**src/rtl/i2s_receiver.sv**
```systemverilog
// Slave-mode I2S receiver: oversamples bclk/ws/sd in the clk domain, deserialises
// each slot MSB first and emits a left/right pair with a one-cycle valid strobe.
module i2s_receiver #(
    parameter int SAMPLE_WIDTH = 16,
    parameter int SLOT_BITS    = 32
) (
    input  logic                    clk,
    input  logic                    rst,
    input  logic                    i2s_bclk,
    input  logic                    i2s_ws,
    input  logic                    i2s_sd,
    output logic [SAMPLE_WIDTH-1:0] left_sample,
    output logic [SAMPLE_WIDTH-1:0] right_sample,
    output logic                    sample_valid,
    output logic                    frame_error,
    output logic                    locked
);

    typedef enum logic [1:0] {
        UNLOCKED,
        ALIGNING,
        LOCKED
    } state_t;

    localparam logic [5:0] LP_KEEP_BITS = 6'(SAMPLE_WIDTH);
    localparam logic [5:0] LP_SLOT_BITS = 6'(SLOT_BITS);

    state_t                  r_state;
    state_t                  w_next_state;
    logic [1:0]              r_bclk_sync;
    logic [1:0]              r_ws_sync;
    logic [1:0]              r_sd_sync;
    logic                    r_bclk_d;
    logic                    r_ws_prev;
    logic                    r_ws_seen;
    logic [5:0]              r_bit_cnt;
    logic [SAMPLE_WIDTH-1:0] r_shift;
    logic [SAMPLE_WIDTH-1:0] r_left_hold;
    logic                    r_hold_valid;
    logic [SAMPLE_WIDTH-1:0] r_left_sample;
    logic [SAMPLE_WIDTH-1:0] r_right_sample;
    logic                    r_sample_valid;
    logic                    r_frame_error;

    logic                    w_rise;
    logic                    w_ws;
    logic                    w_sd;
    logic                    w_boundary;
    logic [5:0]              w_cnt_inc;
    logic                    w_slot_ok;
    logic                    w_left_end;
    logic                    w_load_left;
    logic                    w_load_pair;
    logic                    w_err;
    logic                    w_drop_hold;

    assign w_rise     = r_bclk_sync[1] & ~r_bclk_d;
    assign w_ws       = r_ws_sync[1];
    assign w_sd       = r_sd_sync[1];
    // The very first sampled ws after reset only seeds r_ws_prev; it is not a boundary.
    assign w_boundary = w_rise & r_ws_seen & (w_ws != r_ws_prev);
    assign w_cnt_inc  = (r_bit_cnt == 6'd63) ? r_bit_cnt : r_bit_cnt + 6'd1;
    assign w_slot_ok  = (w_cnt_inc == LP_SLOT_BITS);
    assign w_left_end = ~r_ws_prev;

    always_ff @(posedge clk or negedge rst) begin
        if (!rst) begin
            r_bclk_sync <= 2'b00;
            r_ws_sync   <= 2'b00;
            r_sd_sync   <= 2'b00;
            r_bclk_d    <= 1'b0;
        end else begin
            r_bclk_sync <= {r_bclk_sync[0], i2s_bclk};
            r_ws_sync   <= {r_ws_sync[0], i2s_ws};
            r_sd_sync   <= {r_sd_sync[0], i2s_sd};
            r_bclk_d    <= r_bclk_sync[1];
        end
    end

    always_ff @(posedge clk or negedge rst) begin
        if (!rst) begin
            r_state <= UNLOCKED;
        end else begin
            r_state <= w_next_state;
        end
    end

    always_comb begin
        w_next_state = r_state;
        w_load_left  = 1'b0;
        w_load_pair  = 1'b0;
        w_err        = 1'b0;
        w_drop_hold  = 1'b0;
        if (w_boundary) begin
            case (r_state)
                UNLOCKED: begin
                    w_next_state = ALIGNING;
                    w_drop_hold  = 1'b1;
                end
                ALIGNING: begin
                    w_drop_hold = 1'b1;
                    if (w_slot_ok) begin
                        w_next_state = LOCKED;
                    end else begin
                        w_err = 1'b1;
                    end
                end
                LOCKED: begin
                    if (!w_slot_ok) begin
                        w_err        = 1'b1;
                        w_drop_hold  = 1'b1;
                        w_next_state = ALIGNING;
                    end else if (w_left_end) begin
                        w_load_left = 1'b1;
                    end else begin
                        w_load_pair = r_hold_valid;
                        w_drop_hold = 1'b1;
                    end
                end
                default: w_next_state = UNLOCKED;
            endcase
        end
    end

    always_ff @(posedge clk or negedge rst) begin
        if (!rst) begin
            r_ws_prev      <= 1'b0;
            r_ws_seen      <= 1'b0;
            r_bit_cnt      <= '0;
            r_shift        <= '0;
            r_left_hold    <= '0;
            r_hold_valid   <= 1'b0;
            r_left_sample  <= '0;
            r_right_sample <= '0;
            r_sample_valid <= 1'b0;
            r_frame_error  <= 1'b0;
        end else begin
            r_sample_valid <= w_load_pair;
            r_frame_error  <= w_err;
            if (w_rise) begin
                r_ws_prev <= w_ws;
                r_ws_seen <= 1'b1;
                if (r_bit_cnt < LP_KEEP_BITS) begin
                    r_shift <= {r_shift[SAMPLE_WIDTH-2:0], w_sd};
                end
                r_bit_cnt <= w_boundary ? 6'd0 : w_cnt_inc;
            end
            if (w_load_left) begin
                r_left_hold  <= r_shift;
                r_hold_valid <= 1'b1;
            end else if (w_drop_hold) begin
                r_hold_valid <= 1'b0;
            end
            // The boundary bit of a good slot lies past SAMPLE_WIDTH, so r_shift is final here.
            if (w_load_pair) begin
                r_left_sample  <= r_left_hold;
                r_right_sample <= r_shift;
            end
        end
    end

    assign left_sample  = r_left_sample;
    assign right_sample = r_right_sample;
    assign sample_valid = r_sample_valid;
    assign frame_error  = r_frame_error;
    assign locked       = (r_state == LOCKED);

endmodule

```
**config.mk**
```make
export PLATFORM = sky130hd
export DESIGN_NAME = i2s_receiver
export DESIGN_NICKNAME = d
export VERILOG_FILES = /design/src/rtl/i2s_receiver.sv
export SDC_FILE = /design/constraint.sdc
export NUM_CORES = 1
export LEC_CHECK = 0
export BUFFER_PORTS_ARGS = -buffer_cell sky130_fd_sc_hd__buf_4
export CAP_MARGIN = 20
export CORE_MARGIN = 3
export CORE_UTILIZATION = 45
export CTS_CLUSTER_SIZE = 14
export DETAILED_ROUTE_END_ITERATION = 12
export GPL_TIMING_DRIVEN = 0
export MAX_ROUTING_LAYER = met4
export SLEW_MARGIN = 20
export SYNTH_ARGS = -nofsm -noshare
export SYNTH_HDL_FRONTEND = slang
export SYNTH_SLANG_ARGS = --single-unit
```
**constraint.sdc**
```tcl
create_clock -name clk -period 6.2 [get_ports clk]
set_clock_uncertainty 0.15 [all_clocks]
set_input_delay 0.62 -clock clk [delete_from_list [all_inputs] [get_ports clk]]
set_output_delay 0.62 -clock clk [all_outputs]
set_load 0.01 [all_outputs]
```
== Yosys cells after proc, flatten, opt, wreduce, memory -nomap -nowiden ==
Cells that the tools add are included.

* $add $sub $neg: 1
* $mul: 0
* Divide/modulo/power cells: 0
* $lt $le $gt $ge: 1
* Equal/unequal tests: 7
* Shifts and indexed selects: 0
* Mux-type cells: 22
* Bitwise gates (word level): 4
* Reductions and logical operators: 6

{| class="wikitable"
|+ Operator list
! kind !! number
|-
| two-way mux 1 bit || 16
|-
| == test 6 bit, second input constant || 2
|-
| two-way mux 6 bit || 2
|-
| adder 6 x 1 -> 6 bit, second input constant || 1
|-
| less-than comparator 6 x 5 -> 1 bit, second input constant || 1
|-
| one-hot mux 2 bit (3 select lines) || 1
|-
| two-way mux 2 bit || 2
|-
| inequality test 2 bit, second input constant || 2
|-
| OR reduction 2 bit || 2
|-
| AND 1 bit || 3
|-
| AND reduction 3 bit || 1
|-
| == test 2 x 1 -> 1 bit, second input constant || 1
|-
| == test 2 bit, second input constant || 1
|-
| zero test 2 bit || 1
|-
| one-hot mux 1 bit (2 select lines) || 1
|-
| AND reduction 2 bit || 1
|-
| nonzero test 2 bit || 1
|-
| inequality test 1 bit || 1
|-
| inverter 1 bit || 1
|}

* Flip-flop bits (word level): 84
* Bits in latches: 0
* Memory bits (writable): 0
* Memory bits (read-only): 0
* Logic and storage cells: 56
* Memories: 0

== Depth between registers and ports, before layout ==
* Word-level depth: 8
* Gate-level depth with buffers: 8
* Depth with buffers taken out: 6

== Worst setup path after synthesis ==
Ideal clock, no wire load.

* Path kind: flip-flop to flip-flop
* Start point: register r_bit_cnt[0]
* End point: register r_left_sample[10] (netlist: left_sample[10])
* Data arrival time: 2.305 ns
* Required time: 5.925 ns
* Setup slack: 3.620 ns
* Stages on the path, launching flop included: 9
* Path buffers: 2
* Period minus slack after synthesis: 2.580 ns
* Cell sequence: dfrtp_1 > ha_1 > xor2_1 > nor3b_1 > o211ai_2 > or4_1 > buf_6 > buf_6 > mux2_4

* Cells in the longest elaborated chain, start to end: 6
* Elaborated cells between the ends (all ways): 7
* Classes of those cells: add/sub (1); eq/ne (2); mux (4)

{| class="wikitable"
|+ Ends and longest elaborated chain
! element !! RTL line !! RTL
|-
| from (decl) || 36 || <nowiki>logic [5:0] r_bit_cnt;</nowiki>
|-
| from (signal assigned) || 146 || <nowiki>r_bit_cnt <= w_boundary ? 6'd0 : w_cnt_inc;</nowiki>
|-
| adder 6 x 1 -> 6 bit or == test 6 bit (tied branches) || 62 || <nowiki>assign w_cnt_inc = (r_bit_cnt == 6'd63) ? r_bit_cnt : r_bit_cnt + 6'd1;</nowiki>
|-
| two-way mux 6 bit (*) || 62 ||
|-
| == test 6 bit (*) || 63 || <nowiki>assign w_slot_ok = (w_cnt_inc == LP_SLOT_BITS);</nowiki>
|-
| two-way mux 1 bit (*) || 109 || <nowiki>if (!w_slot_ok) begin</nowiki>
|-
| two-way mux 1 bit (*) || 95 || <nowiki>case (r_state)</nowiki>
|-
| two-way mux 1 bit (*) || 94 || <nowiki>if (w_boundary) begin</nowiki>
|-
| to (signal assigned) || 156 || <nowiki>r_left_sample <= r_left_hold;</nowiki>
|-
| to (decl) || 40 || <nowiki>logic [SAMPLE_WIDTH-1:0] r_left_sample;</nowiki>
|}

Every way passes the cells marked *; elsewhere a longest branch is shown, timed or not.
A chain may end at the register's enable or synchronous reset.

== Worst setup path in the final report ==
* Start point: register r_bit_cnt[0]
* End point: register r_left_hold[15]

* Cells in the longest elaborated chain, start to end: 6
* Elaborated cells between the ends (all ways): 7
* Classes of those cells: add/sub (1); eq/ne (2); mux (4)

{| class="wikitable"
|+ Ends and longest elaborated chain
! element !! RTL line !! RTL
|-
| adder 6 x 1 -> 6 bit or == test 6 bit (tied branches) || 62 ||
|-
| two-way mux 6 bit (*) || 62 ||
|-
| == test 6 bit (*) || 63 ||
|-
| two-way mux 1 bit (*) || 109 ||
|-
| two-way mux 1 bit (*) || 95 ||
|-
| two-way mux 1 bit (*) || 94 ||
|-
| to (signal assigned) || 149 || <nowiki>r_left_hold <= r_shift;</nowiki>
|-
| to (decl) || 38 || <nowiki>logic [SAMPLE_WIDTH-1:0] r_left_hold;</nowiki>
|}

Marks and branches as above.

==> summary.txt <==
Power
  – Power per cell area: 299 nW/um^2
  – Pwr Total: 1.22 mW
  – Max VDD drop: 0.138 mV
  – Static Leak: 2.10 nW

Critical path
  – Slowest-stage cell, CP: nor3_2
  – CP peak stage delay: 0.56 ns
  – Crit Path Max Fanout: 10
  – Reg-to-reg slack, setup: 3.27 ns
  – Worst-path cell chain: ha_1 -> xor2_1 -> nor3b_1 -> o211ai_2 -> nor3_2 -> buf_2 -> mux2_2
  – Crit end category: flip-flop
  – Delay-heaviest family, CP: simple AND/OR/NAND/NOR gates
  – Startpoint types: flip-flop
  – Reg-to-reg startpoint: r_bit_cnt[0]
  – Worst path bufs/invs: 1
  – Worst path arrival time: 3.01 ns
  – Crit Path Class: reg -> reg
  – Worst Path Required: 6.28 ns
  – CP Launch Point: r_bit_cnt[0]

Floorplanning
  – Die height: 93.7 um
  – Core Region: 7370 um^2
  – Chip Width: 93.7 um
  – Starting Density: 0.469
  – Placement Rows: 31
  – # IOs: 40
  – Die footprint: 8770 um^2

Clock network
  – Clock Latency Late Sink: 0.35 ns
  – Max Buffers Root-to-Sink: 2
  – Clock slew at reported path FFs: 0.09 ns
  – Sink Count: 84
  – Clock H-tree levels: 3
  – Cts bufs inserted: 9
  – Post-CTS setup buffer count: 0
  – Clock root cell: clkbuf_8
  – CTS tree: yes
  – Post-cts hold buffer count: 0
  – Post_cts resized: 0

Timing
  – Final number of max-transition violations: 0
  – Setup violators final: 0
  – Final worst slack: 3.27 ns
  – Worst rel slew slack: 0.519
  – Minimum clock period: 2.93 ns
  – Final hold vios: 0
  – Final Cycle Share: 0.473
  – Slew of the pin with the lowest slew margin: 0.721 ns
  – Max Clock Freq: 341 MHz
  – Fin Setup TNS: 0 ns
  – Hold Slack: 0.162 ns
  – RSZ-0062 raised after global routing: no

Detailed routing
  – Routed Antenna Nets: 0
  – Via density per instance: 5.01
  – Avg WL per Cell: 14.6 um
  – Via count: 1915
  – DRC: 0
  – Routed wire length: 5.57 mm
  – 1st-iter DRT viols: 62
  – DRT Pass-1 Iters: 4

Synth
  – Mapped Cells: 228
  – Syn_nets: 238
  – Synthesis-stage register bit count: 84
  – Post-Syn Area per Cell: 15.2 um^2
  – Sequential area share after synthesis: 0.608
  – Mapped Area: 3460 um^2
  – YS warnings: 0
  – Netlist cell types: 34

GRT
  – Initial antenna violation count: 0
  – GR peak layer: met2
  – Met1 Usage GRT: 0.201
  – Vias in the first global route: 1909
  – GR Overflow Total: 0
  – Pin count of the biggest net entering global routing: 85
  – First-pass GRT wire length: 9.53 mm
  – GRT Total Usage: 0.145
  – Met2 Use GR: 0.208
  – GRT met3 Usage: 0.0321

Place
  – IO buf count: 39
  – Dpl cells: 366
  – Half-perimeter wire length after placement: 3.57 mm
  – Placer Congestion: 0.764
  – Placed Instance Area: 3880 um^2
  – Pre-CTS setup slack: 3.25 ns

Finish
  – Final Non-Filler Cells: 382
  – Fin nets: 288
  – # fillers: 630
  – Area growth syn-to-layout: 18.3%
  – Antenna cells: 0
  – Design area: 4090 um^2
  – Final design utilization: 0.555
  – Share of cells above drive strength 1: 0.449

Flow run
  – Max-cap violations: 0

Worst hold path
  – Hold/Removal Path Class: in -> async

Outcome
  – Status: complete, no violations
[worst reg2reg max path, delay by kind of cell (launching register included)]
family / cells / cell delay (ns)
simple gates: 2 / 0.80
flops: 1 / 0.43
buf+inv: 1 / 0.39
mux: 1 / 0.37
fa+ha+maj: 1 / 0.30
compound gates: 1 / 0.22
xor+xnor: 1 / 0.17
[metal layers]
layer,up-vias,share of wire
li1,906,-
met1,969,0.50
met2,30,0.45
met3,10,0.034
met4,0,0.015
met5,-,0
[cells in the mapped netlist]
library cell / n / area share
nor3b_1: 2 / 0.0043
dfrtp_1: 84 / 0.61
mux2i_1: 1 / 0.0029
a22o_1: 1 / 0.0025
o211ai_2: 1 / 0.0036
nand3_2: 1 / 0.0029
mux2_2: 32 / 0.10
nor2b_1: 1 / 0.0018
nor2_1: 7 / 0.0076
nor3_2: 1 / 0.0029
o31ai_1: 3 / 0.0065
nor3_1: 2 / 0.0029
a211oi_1: 1 / 0.0022
a2111oi_0: 1 / 0.0025
nand4_1: 1 / 0.0018
buf_1: 1 / 0.0011
ha_1: 5 / 0.018
nand3_1: 4 / 0.0058
buf_6: 4 / 0.013
nand3b_1: 1 / 0.0022
mux2_4: 29 / 0.13
mux2i_2: 1 / 0.0040
nand2b_1: 5 / 0.0090
nand2_1: 6 / 0.0065
xor2_1: 3 / 0.0076
and3_1: 5 / 0.0090
mux2_1: 3 / 0.0098
inv_1: 4 / 0.0043
buf_2: 2 / 0.0029
or4_1: 1 / 0.0022
a21oi_1: 7 / 0.010
o21ai_0: 4 / 0.0058
clkbuf_1: 3 / 0.0033
nor4b_1: 1 / 0.0025
[cell type report]
type | count | area, um^2 | share of cell area
plain buffers | 10 | 70.1 | 0.0171
flip-flops and latches | 84 | 2100 | 0.514
well taps | 99 | 124 | 0.0303
inverters | 4 | 15.0 | 0.00367
clock buffers | 10 | 138 | 0.0336
clock inverters | 6 | 70.1 | 0.0171
repair buffers | 39 | 297 | 0.0725
multi-input cells | 130 | 1270 | 0.312
[logic make-up after synthesis]
kind of cell               share of synthesized area
DFF                                            0.608
buffers and inverters                         0.0246
adders and majority gates                     0.0181
muxes                                          0.247
xor gates and xnor gates                     0.00760
and+or+nand+nor                               0.0615
AOI/OAI and AO/OA                             0.0333
[state kept, by name, indices dropped and copies added (netlist names), 6 cells and up]
register,count
r_left_hold,16
r_shift,16
left_sample,16
right_sample,16
r_bit_cnt,6
[cells in the final DEF, fill, tap and decap left out, types with 6 or more instances in the layout]
cell type  count
mux2_2        32
nand2_1        6
dfrtp_1       84
nor2_1         7
a21oi_1        7
buf_4         38
mux2_4        29
clkbuf_8      10
[report_power, final]
part | switching [mW] | total [mW] | internal [mW]
clock network | 0.202 | 0.402 | 0.200
registers | 0.0663 | 0.680 | 0.613
logic | 0.0654 | 0.142 | 0.0763
[worst paths after layout]
path,to,cells past startpoint
max,r_left_hold[15],7
min,left_sample[12],1
max reg2reg,r_left_hold[15],7
min reg2reg,r_sd_sync[1],0
max in group asynchronous,r_shift[5],1
min in group clk,r_sd_sync[1],0
Power figures use the tool's default switching activity.
